### src/rtl/bcd_digit_serial_adder.sv
// Digit-serial BCD adder: processes one BCD digit per clock, LSD first.
// Optional feature macro: BCD_SUB_EN (adds nine's-complement subtract path
// selected by 'sub'); with the macro undefined every operation is an add.
module bcd_digit_serial_adder #(
  parameter int unsigned DIGITS = 4
) (
  input  logic                  clk,
  input  logic                  rst,
  input  logic                  start,
  input  logic                  sub,
  input  logic [4*DIGITS-1:0]   a,
  input  logic [4*DIGITS-1:0]   b,
  input  logic                  cin,
  output logic                  busy,
  output logic                  done,
  output logic [4*DIGITS-1:0]   sum,
  output logic                  cout,
  output logic                  err
);

  localparam int unsigned W  = 4 * DIGITS;
  localparam int unsigned CW = (DIGITS > 1) ? $clog2(DIGITS) : 1;

  typedef enum logic [1:0] {
    IDLE = 2'd0,
    RUN  = 2'd1,
    DONE = 2'd2
  } state_t;

  state_t          state;
  state_t          state_nxt;
  logic            busy_nxt;
  logic            done_nxt;

  logic [W-1:0]    a_r;
  logic [W-1:0]    b_r;
  logic [W-1:0]    res_r;
  logic            c_r;
  logic [CW-1:0]   cnt;

  logic            accept_c;
  logic            last_c;
  logic [3:0]      a_dig_c;
  logic [3:0]      b_dig_c;
  logic [3:0]      b_eff_c;
  logic [4:0]      t_c;
  logic            carry_c;
  logic [3:0]      dig_c;
  logic [W-1:0]    res_nxt_c;
  logic            bad_c;
  logic            c_init_c;

`ifdef BCD_SUB_EN
  logic            sub_r;
`else
  logic            unused_sub;
  assign unused_sub = sub;
`endif

  // A new operation is accepted from IDLE or DONE; start is ignored in RUN.
  assign accept_c = start && (state != RUN);
  assign last_c   = (state == RUN) && (cnt == CW'(DIGITS - 1));

  // State register.
  always_ff @(posedge clk) begin
    if (rst) begin
      state <= IDLE;
    end else begin
      state <= state_nxt;
    end
  end

  // Next-state logic.
  always_comb begin
    state_nxt = state;
    case (state)
      IDLE: begin
        if (start) state_nxt = RUN;
      end
      RUN: begin
        if (last_c) state_nxt = DONE;
      end
      DONE: begin
        state_nxt = start ? RUN : IDLE;
      end
      default: state_nxt = IDLE;
    endcase
  end

  // Output decode from the next state; registered below so busy/done are flops.
  always_comb begin
    busy_nxt = 1'b0;
    done_nxt = 1'b0;
    case (state_nxt)
      RUN:     busy_nxt = 1'b1;
      DONE:    done_nxt = 1'b1;
      default: ;
    endcase
  end

  // Select the operand digits addressed by the digit counter.
  always_comb begin
    a_dig_c = 4'd0;
    b_dig_c = 4'd0;
    for (int i = 0; i < int'(DIGITS); i++) begin
      if (cnt == CW'(i)) begin
        a_dig_c = a_r[4*i +: 4];
        b_dig_c = b_r[4*i +: 4];
      end
    end
  end

`ifdef BCD_SUB_EN
  // Nine's complement of the B digit when subtracting.
  assign b_eff_c  = sub_r ? 4'(4'd9 - b_dig_c) : b_dig_c;
  assign c_init_c = sub ? ~cin : cin;
`else
  assign b_eff_c  = b_dig_c;
  assign c_init_c = cin;
`endif

  // One decimal digit: binary sum, then +6 correction above nine.
  always_comb begin
    t_c     = 5'(a_dig_c) + 5'(b_eff_c) + 5'(c_r);
    carry_c = (t_c > 5'd9);
    dig_c   = carry_c ? 4'(t_c + 5'd6) : t_c[3:0];
  end

  // Partial result with the current digit merged into its slot.
  always_comb begin
    res_nxt_c = res_r;
    for (int i = 0; i < int'(DIGITS); i++) begin
      if (cnt == CW'(i)) begin
        res_nxt_c[4*i +: 4] = dig_c;
      end
    end
  end

  // Flag any captured operand digit that is not a valid BCD digit.
  always_comb begin
    bad_c = 1'b0;
    for (int i = 0; i < int'(DIGITS); i++) begin
      if ((a_r[4*i +: 4] > 4'd9) || (b_r[4*i +: 4] > 4'd9)) begin
        bad_c = 1'b1;
      end
    end
  end

  // Datapath: operand capture, per-digit accumulation, result update on DONE entry.
  always_ff @(posedge clk) begin
    if (rst) begin
      busy  <= 1'b0;
      done  <= 1'b0;
      a_r   <= '0;
      b_r   <= '0;
      res_r <= '0;
      c_r   <= 1'b0;
      cnt   <= '0;
      sum   <= '0;
      cout  <= 1'b0;
      err   <= 1'b0;
`ifdef BCD_SUB_EN
      sub_r <= 1'b0;
`endif
    end else begin
      busy <= busy_nxt;
      done <= done_nxt;
      if (accept_c) begin
        a_r   <= a;
        b_r   <= b;
        c_r   <= c_init_c;
        cnt   <= '0;
        res_r <= '0;
`ifdef BCD_SUB_EN
        sub_r <= sub;
`endif
      end else if (state == RUN) begin
        c_r   <= carry_c;
        res_r <= res_nxt_c;
        cnt   <= cnt + CW'(1);
      end
      if (last_c) begin
        sum  <= res_nxt_c;
        cout <= carry_c;
        err  <= bad_c;
      end
    end
  end

endmodule
### config.mk
export PLATFORM = sky130hd
export DESIGN_NAME = bcd_digit_serial_adder
export DESIGN_NICKNAME = d
export VERILOG_FILES = /design/src/rtl/bcd_digit_serial_adder.sv
export SDC_FILE = /design/constraint.sdc
export NUM_CORES = 1
export LEC_CHECK = 0
export ABC_AREA = 1
export BUFFER_PORTS_ARGS = -buffer_cell sky130_fd_sc_hd__buf_2
export CELL_PAD_IN_SITES_DETAIL_PLACEMENT = 1
export CELL_PAD_IN_SITES_GLOBAL_PLACEMENT = 1
export CORE_MARGIN = 3
export CORE_UTILIZATION = 40
export DETAILED_ROUTE_END_ITERATION = 12
export GPL_TIMING_DRIVEN = 1
export PLACE_DENSITY_LB_ADDON = 0.1
export SYNTH_ARGS = -nofsm -noshare
export SYNTH_HDL_FRONTEND = slang
export SYNTH_SLANG_ARGS = --single-unit
### constraint.sdc
create_clock -name clk -period 3.7 [get_ports clk]
set_clock_uncertainty 0.05 [all_clocks]
set_input_delay 0.37 -clock clk [delete_from_list [all_inputs] [get_ports clk]]
set_output_delay 0.37 -clock clk [all_outputs]
set_load 0.02 [all_outputs]
==> results of run 1 <==
[metrics by stage]
stage / total power (W) / utilization (%) / hold slack, ps
after floorplan: 0.00111 / - / 385
after global placement: 0.00124 / 47.3 / 396
after detailed placement: 0.00126 / 47.3 / 405
after CTS: 0.00194 / 50.1 / 188
after global routing: 0.00206 / 51.2 / 185
final: 0.00195 / 51.2 / 197
[repair_timing]
item | CTS | global route
setup endpoints to repair | 0 | 22
hold buffers | 0 | 0
buffers inserted | 0 | 2
endpoints found under the hold margin | 0 | 0
gates resized for setup | 0 | 17
[metal layers]
layer | vias to the layer above | wire length (µm) | global-route usage, %
li1 | 1588 | - | -
met1 | 1468 | 4360 | 27.4
met2 | 59 | 4350 | 32.9
met3 | 6 | 415 | 5.03
met4 | 0 | 65 | 4.56
met5 | - | 0 | 0
[cell usage after synthesis, drive strengths merged]
cell / count
a41oi: 1
fa: 2
o211ai: 3
a22oi: 1
or2: 3
dfxtp: 69
a211oi: 2
a31oi: 1
nand3: 38
o31ai: 2
o21a: 4
o21bai: 1
ha: 8
clkbuf: 15
nor3: 1
and3: 1
o21ai: 62
nor2: 73
a21oi: 38
inv: 49
nand3b: 1
nand2: 59
o311ai: 4
buf: 8
a21boi: 1
[final timing paths]
kind / from / cells after the start / slack (ps) / endpoint
setup / recovery: cnt[0]$_SDFFE_PP0P_ / 21 / 200 / res_r[10]$_SDFFE_PP0P_
hold / removal: a[4] / 3 / 200 / a_r[4]$_SDFFE_PP0P_
setup reg to reg: cnt[0]$_SDFFE_PP0P_ / 21 / 200 / res_r[10]$_SDFFE_PP0P_
hold reg to reg: res_r[4]$_SDFFE_PP0P_ / 2 / 420 / res_r[4]$_SDFFE_PP0P_
[state kept, by name, indices dropped and copies added (netlist names)]
name   cells
b_r       16
sum       16
busy       1
state      2
err        1
cout       1
c_r        1
done       1
res_r     12
a_r       16
cnt        2
[placed cells by master, fill, tap and decap left out, types with 3 or more instances in the layout]
cell type | synthesis | final
nand2_1 | 52 | 51
o21a_1 | 4 | 4
o21ai_0 | 60 | 57
buf_4 | 0 | 17
ha_1 | 8 | 6
nand2_2 | 4 | 5
inv_1 | 46 | 45
dfxtp_1 | 69 | 68
or2_2 | 3 | 3
nand3_1 | 34 | 33
buf_2 | 8 | 55
clkbuf_8 | 0 | 9
o21ai_1 | 2 | 4
a21oi_1 | 36 | 35
o211ai_1 | 3 | 3
o311ai_0 | 4 | 4
nand3_2 | 4 | 5
a21oi_2 | 2 | 3
inv_2 | 3 | 3
nor2_2 | 3 | 3
nor2_1 | 68 | 68
[power breakdown]
| group | leakage [nW] | internal, W | switching (W) |
|---|---|---|---|
| combinational | 1.23 | 0.000173 | 0.000286 |
| sequential | 0.566 | 0.000784 | 0.0000262 |
| clock | 0.104 | 0.000383 | 0.000298 |
| total | 1.90 | 0.00134 | 0.000610 |
[layout make-up]
| type | count | area, µm² | share of cell area (%) |
|---|---|---|---|
| clock buffer | 11 | 131 | 3.29 |
| clock inverter | 5 | 85.1 | 2.13 |
| inverter | 49 | 188 | 4.69 |
| multi-input combinational | 306 | 1660 | 41.5 |
| sequential | 69 | 1390 | 34.6 |
| tap | 102 | 128 | 3.19 |
| timing repair buffer | 73 | 423 | 10.6 |
[cell families (layout without fill, tap and decap cells)]
| group | count (synthesis) | in the layout | synth area share [%] |
|---|---|---|---|
| adders and majority gates | 10 | 10 | 4.29 |
| and+or+nand+nor | 176 | 176 | 24.4 |
| buffers and inverters | 72 | 138 | 8.58 |
| AOI/OAI and AO/OA | 120 | 120 | 20.4 |
| DFF | 69 | 69 | 42.3 |
[tightest hold or removal path: stages]
cell and delay [ps]:
buf_2 80, nor2_1 30, nor2_1 80
==> flow_summary.yaml, run 1 <==
run_status:
  run_status: "finished, final reports clean"
critical_path:
  crit_path_end_kind: "flip-flop"
  required_ps: 3900
  startpoint_type: "flip-flop"
  critPathTopFamily: "adder cells"
  crit_fanout: 10
  cpPeakStageDelay_ps: 440
  worstSetupPathType: "flip-flop to flip-flop"
  crit_buf_inv: 5
  crit_slowest_cell: "fa_1"
  critical_path_arrival_ps: 3700
  path_cells: "inv_1 > ha_1 > buf_4 > a21oi_1 > nand2_1 > o21ai_0 > nand2_1 > o21ai_2 > fa_2 > inv_1 > fa_1 > inv_1 > ha_1 > nand2_1 > a21boi_4 > nand2_4 > nand3_1 > nand3_1 > nand3_1 > nand2_1 > inv_1"
timing:
  report.final.slew_viol_count: 0
  period_needed_ps: 3500
  setup_tns_ps: 0
  worstMarginPinSlew_ps: 973
  rsz0062_at_grt: "true"
  setup_viol: 0
  slew_headroom_pct: 35.1
  max_freq_mhz: 286
  hold_viol: 0
  fin_crit_sh_pct: 94.7
  finalWorstSetupSlack_ps: 198
die:
  rows: 32
  fp.dieH_um: 96.4
  dieWidth_um: 96.4
  coreArea_um2: 7810
  start_util_pct: 41.8
  ioPinCount: 57
  dieArea_um2: 9290
placed_design:
  dpl.cell_count: 597
  hpwl_mm: 6.57
  dpl-instance-area_um2: 3690
  place_ws_ps: 159
  port_buffers: 55
  gp_congestion: 0.798
synthesis:
  synth_area_per_cell_um2: 7.31
  synth-seq-area-share_pct: 42.3
  yosysTopAreaCell: "dfxtp_1"
  yosysWarningCount: 0
  synth.net_count: 494
  synth_area_leaders: "dfxtp_1, o21ai_0, nor2_1"
  synth-seq-cells: 69
  synth_top_cell_area_share_pct: 42.3
  synth_cell_type_count: 33
  postSynthCellCount: 447
  syn-cell-area_um2: 3270
min_path:
  worstHoldPathType: "input pin to flip-flop"
clock_network:
  htree_levels: 3
  cts_buffer_depth: 2
  clk_latency_ps: 340
  cts_sinks: 69
  clk_root_buffer_cell: "clkbuf_8"
  numCtsBuffers: 9
  clk_pin_slew_ps: 80
  cts_tree: "yes"
drt:
  wire_per_inst_um: 14.9
  drc: 0
  vias_per_cell: 5.07
  wirelength_mm: 9.18
  ant_nets: 0
  drt_iter0_drc: 73
  detailroute.via_count: 3121
  first_pass_iters: 4
grt:
  overflow: 0
  grt_pass1_wl_mm: 14.4
  grt_pass1_vias: 2979
  antenna_found_initial: 0
  globalRouteTotalUtil_pct: 20.3
  grt_max_degree: 42
finish:
  nets: 555
  syn_to_final_growth_pct: 22.4
  final_cell_count_no_fill: 615
  drive_above_1_share_pct: 23.8
  design_area_um2: 4000
  fillers: 1011
  antennaDiodeCount: 0
power_and_ir_drop:
  leakage_nw: 1.90
  ir_drop_uv: 269
  powerDensity_nw_per_um2: 488
flow_run:
  drv_cap: 0
Note: power is estimated with default switching activity, not from simulation.
==> run 2, diff against run 1 <==
ABC_AREA = default   (was 1)
CORE_UTILIZATION = 41   (was 40)
==> run 2 against run 1 <==
Global-route usage grew 1.5 points. Sequential share of layout area decreased by 0.12 points. Via count up 3.6%. Clock power shrank 22%. Wire length up 4.3%. Critical endpoint unchanged.
==> flow_summary.yaml, run 2 <==
critical_path:
  required_ps: 3900
  startpoint_type: "flip-flop"
  crit_fanout: 8
  r2r_cells: 17
  crit_path_end_kind: "flip-flop"
  worstSetupPathType: "flip-flop to flip-flop"
  timing.rr.start: "cnt[1]$_SDFFE_PP0P_"
  critical_path_arrival_ps: 3780
  rrSetupSlack_ps: 120
  r2r-end: "res_r[10]$_SDFFE_PP0P_"
clock_network:
  clk_pin_slew_ps: 70
  cts_tree: "yes"
  cts_hold_buffers: 0
  clk_root_buffer_cell: "clkbuf_8"
  numCtsBuffers: 9
  htree_levels: 3
  cts_sinks: 69
  clk_latency_ps: 340
  cts_buffer_depth: 2
synthesis:
  synthFlopType: "dfxtp_1"
  yosysMostFrequentCell: "nand2_1"
  yosysTopAreaCell: "dfxtp_1"
  synth.net_count: 467
  synth_top_cell_area_share_pct: 41.6
  synth_area_per_cell_um2: 7.91
  synth_commonest_cells: "nand2_1, a21oi_1, dfxtp_1"
  synth-seq-area-share_pct: 41.6
  postSynthCellCount: 420
  yosysWarningCount: 0
  async_reset_ff_share_pct: 0
  synth_edf_count: 0
  syn-cell-area_um2: 3320
  synth_area_leaders: "dfxtp_1, a21oi_1, nand2_1"
  synth-seq-cells: 69
  synth_cell_type_count: 45
drt:
  first_pass_iters: 4
  wl_met1_mm: 4.19
  ant_nets: 0
  drt_iter0_drc: 56
  detailroute.via_count: 3233
  dr_wl_met3_um: 342
  top_layer_used: "met4"
  wirelength_mm: 9.58
  wire_per_inst_um: 16.5
  dr_wl_met2_mm: 4.76
  vias_per_cell: 5.55
  drc: 0
power_and_ir_drop:
  p_total_w: 0.00170
  powerDensity_nw_per_um2: 424
  leakage_nw: 1.62
  ir_drop_uv: 197
grt:
  overflow: 0
  grt_pass1_vias: 3176
  globalRouteTotalUtil_pct: 21.8
  grt_max_degree: 52
  grt_pass1_wl_mm: 15.6
  antenna_found_initial: 0
placed_design:
  place_ws_ps: -76.9
  dpl-instance-area_um2: 3790
  hpwl_mm: 6.80
  gp_congestion: 0.881
  port_buffers: 55
die:
  fp.dieH_um: 96.0
  dieWidth_um: 96.0
  ioPinCount: 57
  start_util_pct: 42.5
  coreArea_um2: 7810
  rows: 32
  dieArea_um2: 9220
timing:
  hold_viol: 0
  max_freq_mhz: 279
  setup_viol: 0
  period_needed_ps: 3580
  finalWorstSetupSlack_ps: 122
  fin_crit_sh_pct: 96.7
  worstMarginPinSlew_ps: 768
  report.final.slew_viol_count: 0
  slew_headroom_pct: 48.8
finish:
  layout_commonest_cell: "nand2_1"
  final_cell_mix: "nand2_1, a21oi_1, dfxtp_1"
  syn_to_final_growth_pct: 20.7
  nets: 525
  drive_above_1_share_pct: 25.2
  reg_top3: "a_r (16), b_r (16), sum (16)"
  antennaDiodeCount: 0
  design_area_um2: 4010
run_status:
  run_status: "finished, final reports clean"
min_path:
  worstHoldPathType: "input pin to flip-flop"
  worst_hold_path.endpoint: "a_r[11]$_SDFFE_PP0P_"
  holdCritStartpoint: "a[11]"
  holdPathStages: 3
flow_run:
  drv_cap: 0
## run 2: worst max-delay path by stage
stage	startpoint	slack, ps	cells past startpoint	to
floorplan	cnt[0]$_SDFFE_PP0P_	50	17	sum[11]$_SDFFE_PP0P_
CTS	cnt[1]$_SDFFE_PP0P_	9	17	res_r[10]$_SDFFE_PP0P_
finish	cnt[1]$_SDFFE_PP0P_	120	17	res_r[10]$_SDFFE_PP0P_
global route	cnt[1]$_SDFFE_PP0P_	-20	18	res_r[10]$_SDFFE_PP0P_
detailed placement	cnt[1]$_SDFFE_PP0P_	-80	16	res_r[2]$_SDFFE_PP0P_
global placement	cnt[0]$_SDFFE_PP0P_	90	16	sum[3]$_SDFFE_PP0P_
## run 2: critical path: stages (launching register included)
cell and delay, ps:
dfxtp_2 350, inv_1 90, ha_4 210, nand3b_1 160
a21oi_1 150, a21oi_1 70, nor2_1 150, a21oi_1 80
fa_1 420, inv_1 90, fa_2 450, inv_2 70
ha_2 270, inv_1 80, a221oi_2 50, a32oi_2 340
o21ai_2 150, o31ai_1 260
## run 2: final cells by class
cell class	instances	area, µm²
clock buffer	11	141
clock inverter	2	12.5
fill	1002	3800
inverter	11	41.3
multi-input combinational	304	1820
sequential	69	1380
tap	102	128
timing repair buffer	83	485
## run 2: stage by stage
stage	hold WS (ps)	std cells	setup TNS, ps	util [%]
after floorplan	386	420	0	-
after global placement	385	568	0	48.5
after detailed placement	392	568	-339	48.5
after CTS	198	581	0	50.5
after global routing	200	582	-24.8	51.3
final	211	582	0	51.3
## run 2: metal layers
metal | GRT usage [%] | up-vias
li1 | - | 1591
met1 | 26.5 | 1554
met4 | 8.65 | 0
met5 | 0 | -
met2 | 37.1 | 69
met3 | 4.77 | 19
## run 2: logic make-up after synthesis
kind of cell,synth area share [%]
AOI/OAI and AO/OA,28.5
and+or+nand+nor,19.1
DFF,41.6
buffers and inverters,5.54
adders and majority gates,4.22
xor gates and xnor gates,0.791
muxes,0.301
## run 2: what timing repair did
item,4_1_cts,5_1_grt
gates cloned,0,0
resized for setup,2,15
setup buffers,0,1
setup endpoints to repair,18,18
endpoints found under the hold margin,0,0
pin swaps,1,2
## run 2: where the power goes
part | switching (W) | internal [W]
registers | 0.0000202 | 0.000771
logic | 0.000226 | 0.000154
clock network | 0.000278 | 0.000250
total | 0.000524 | 0.00117
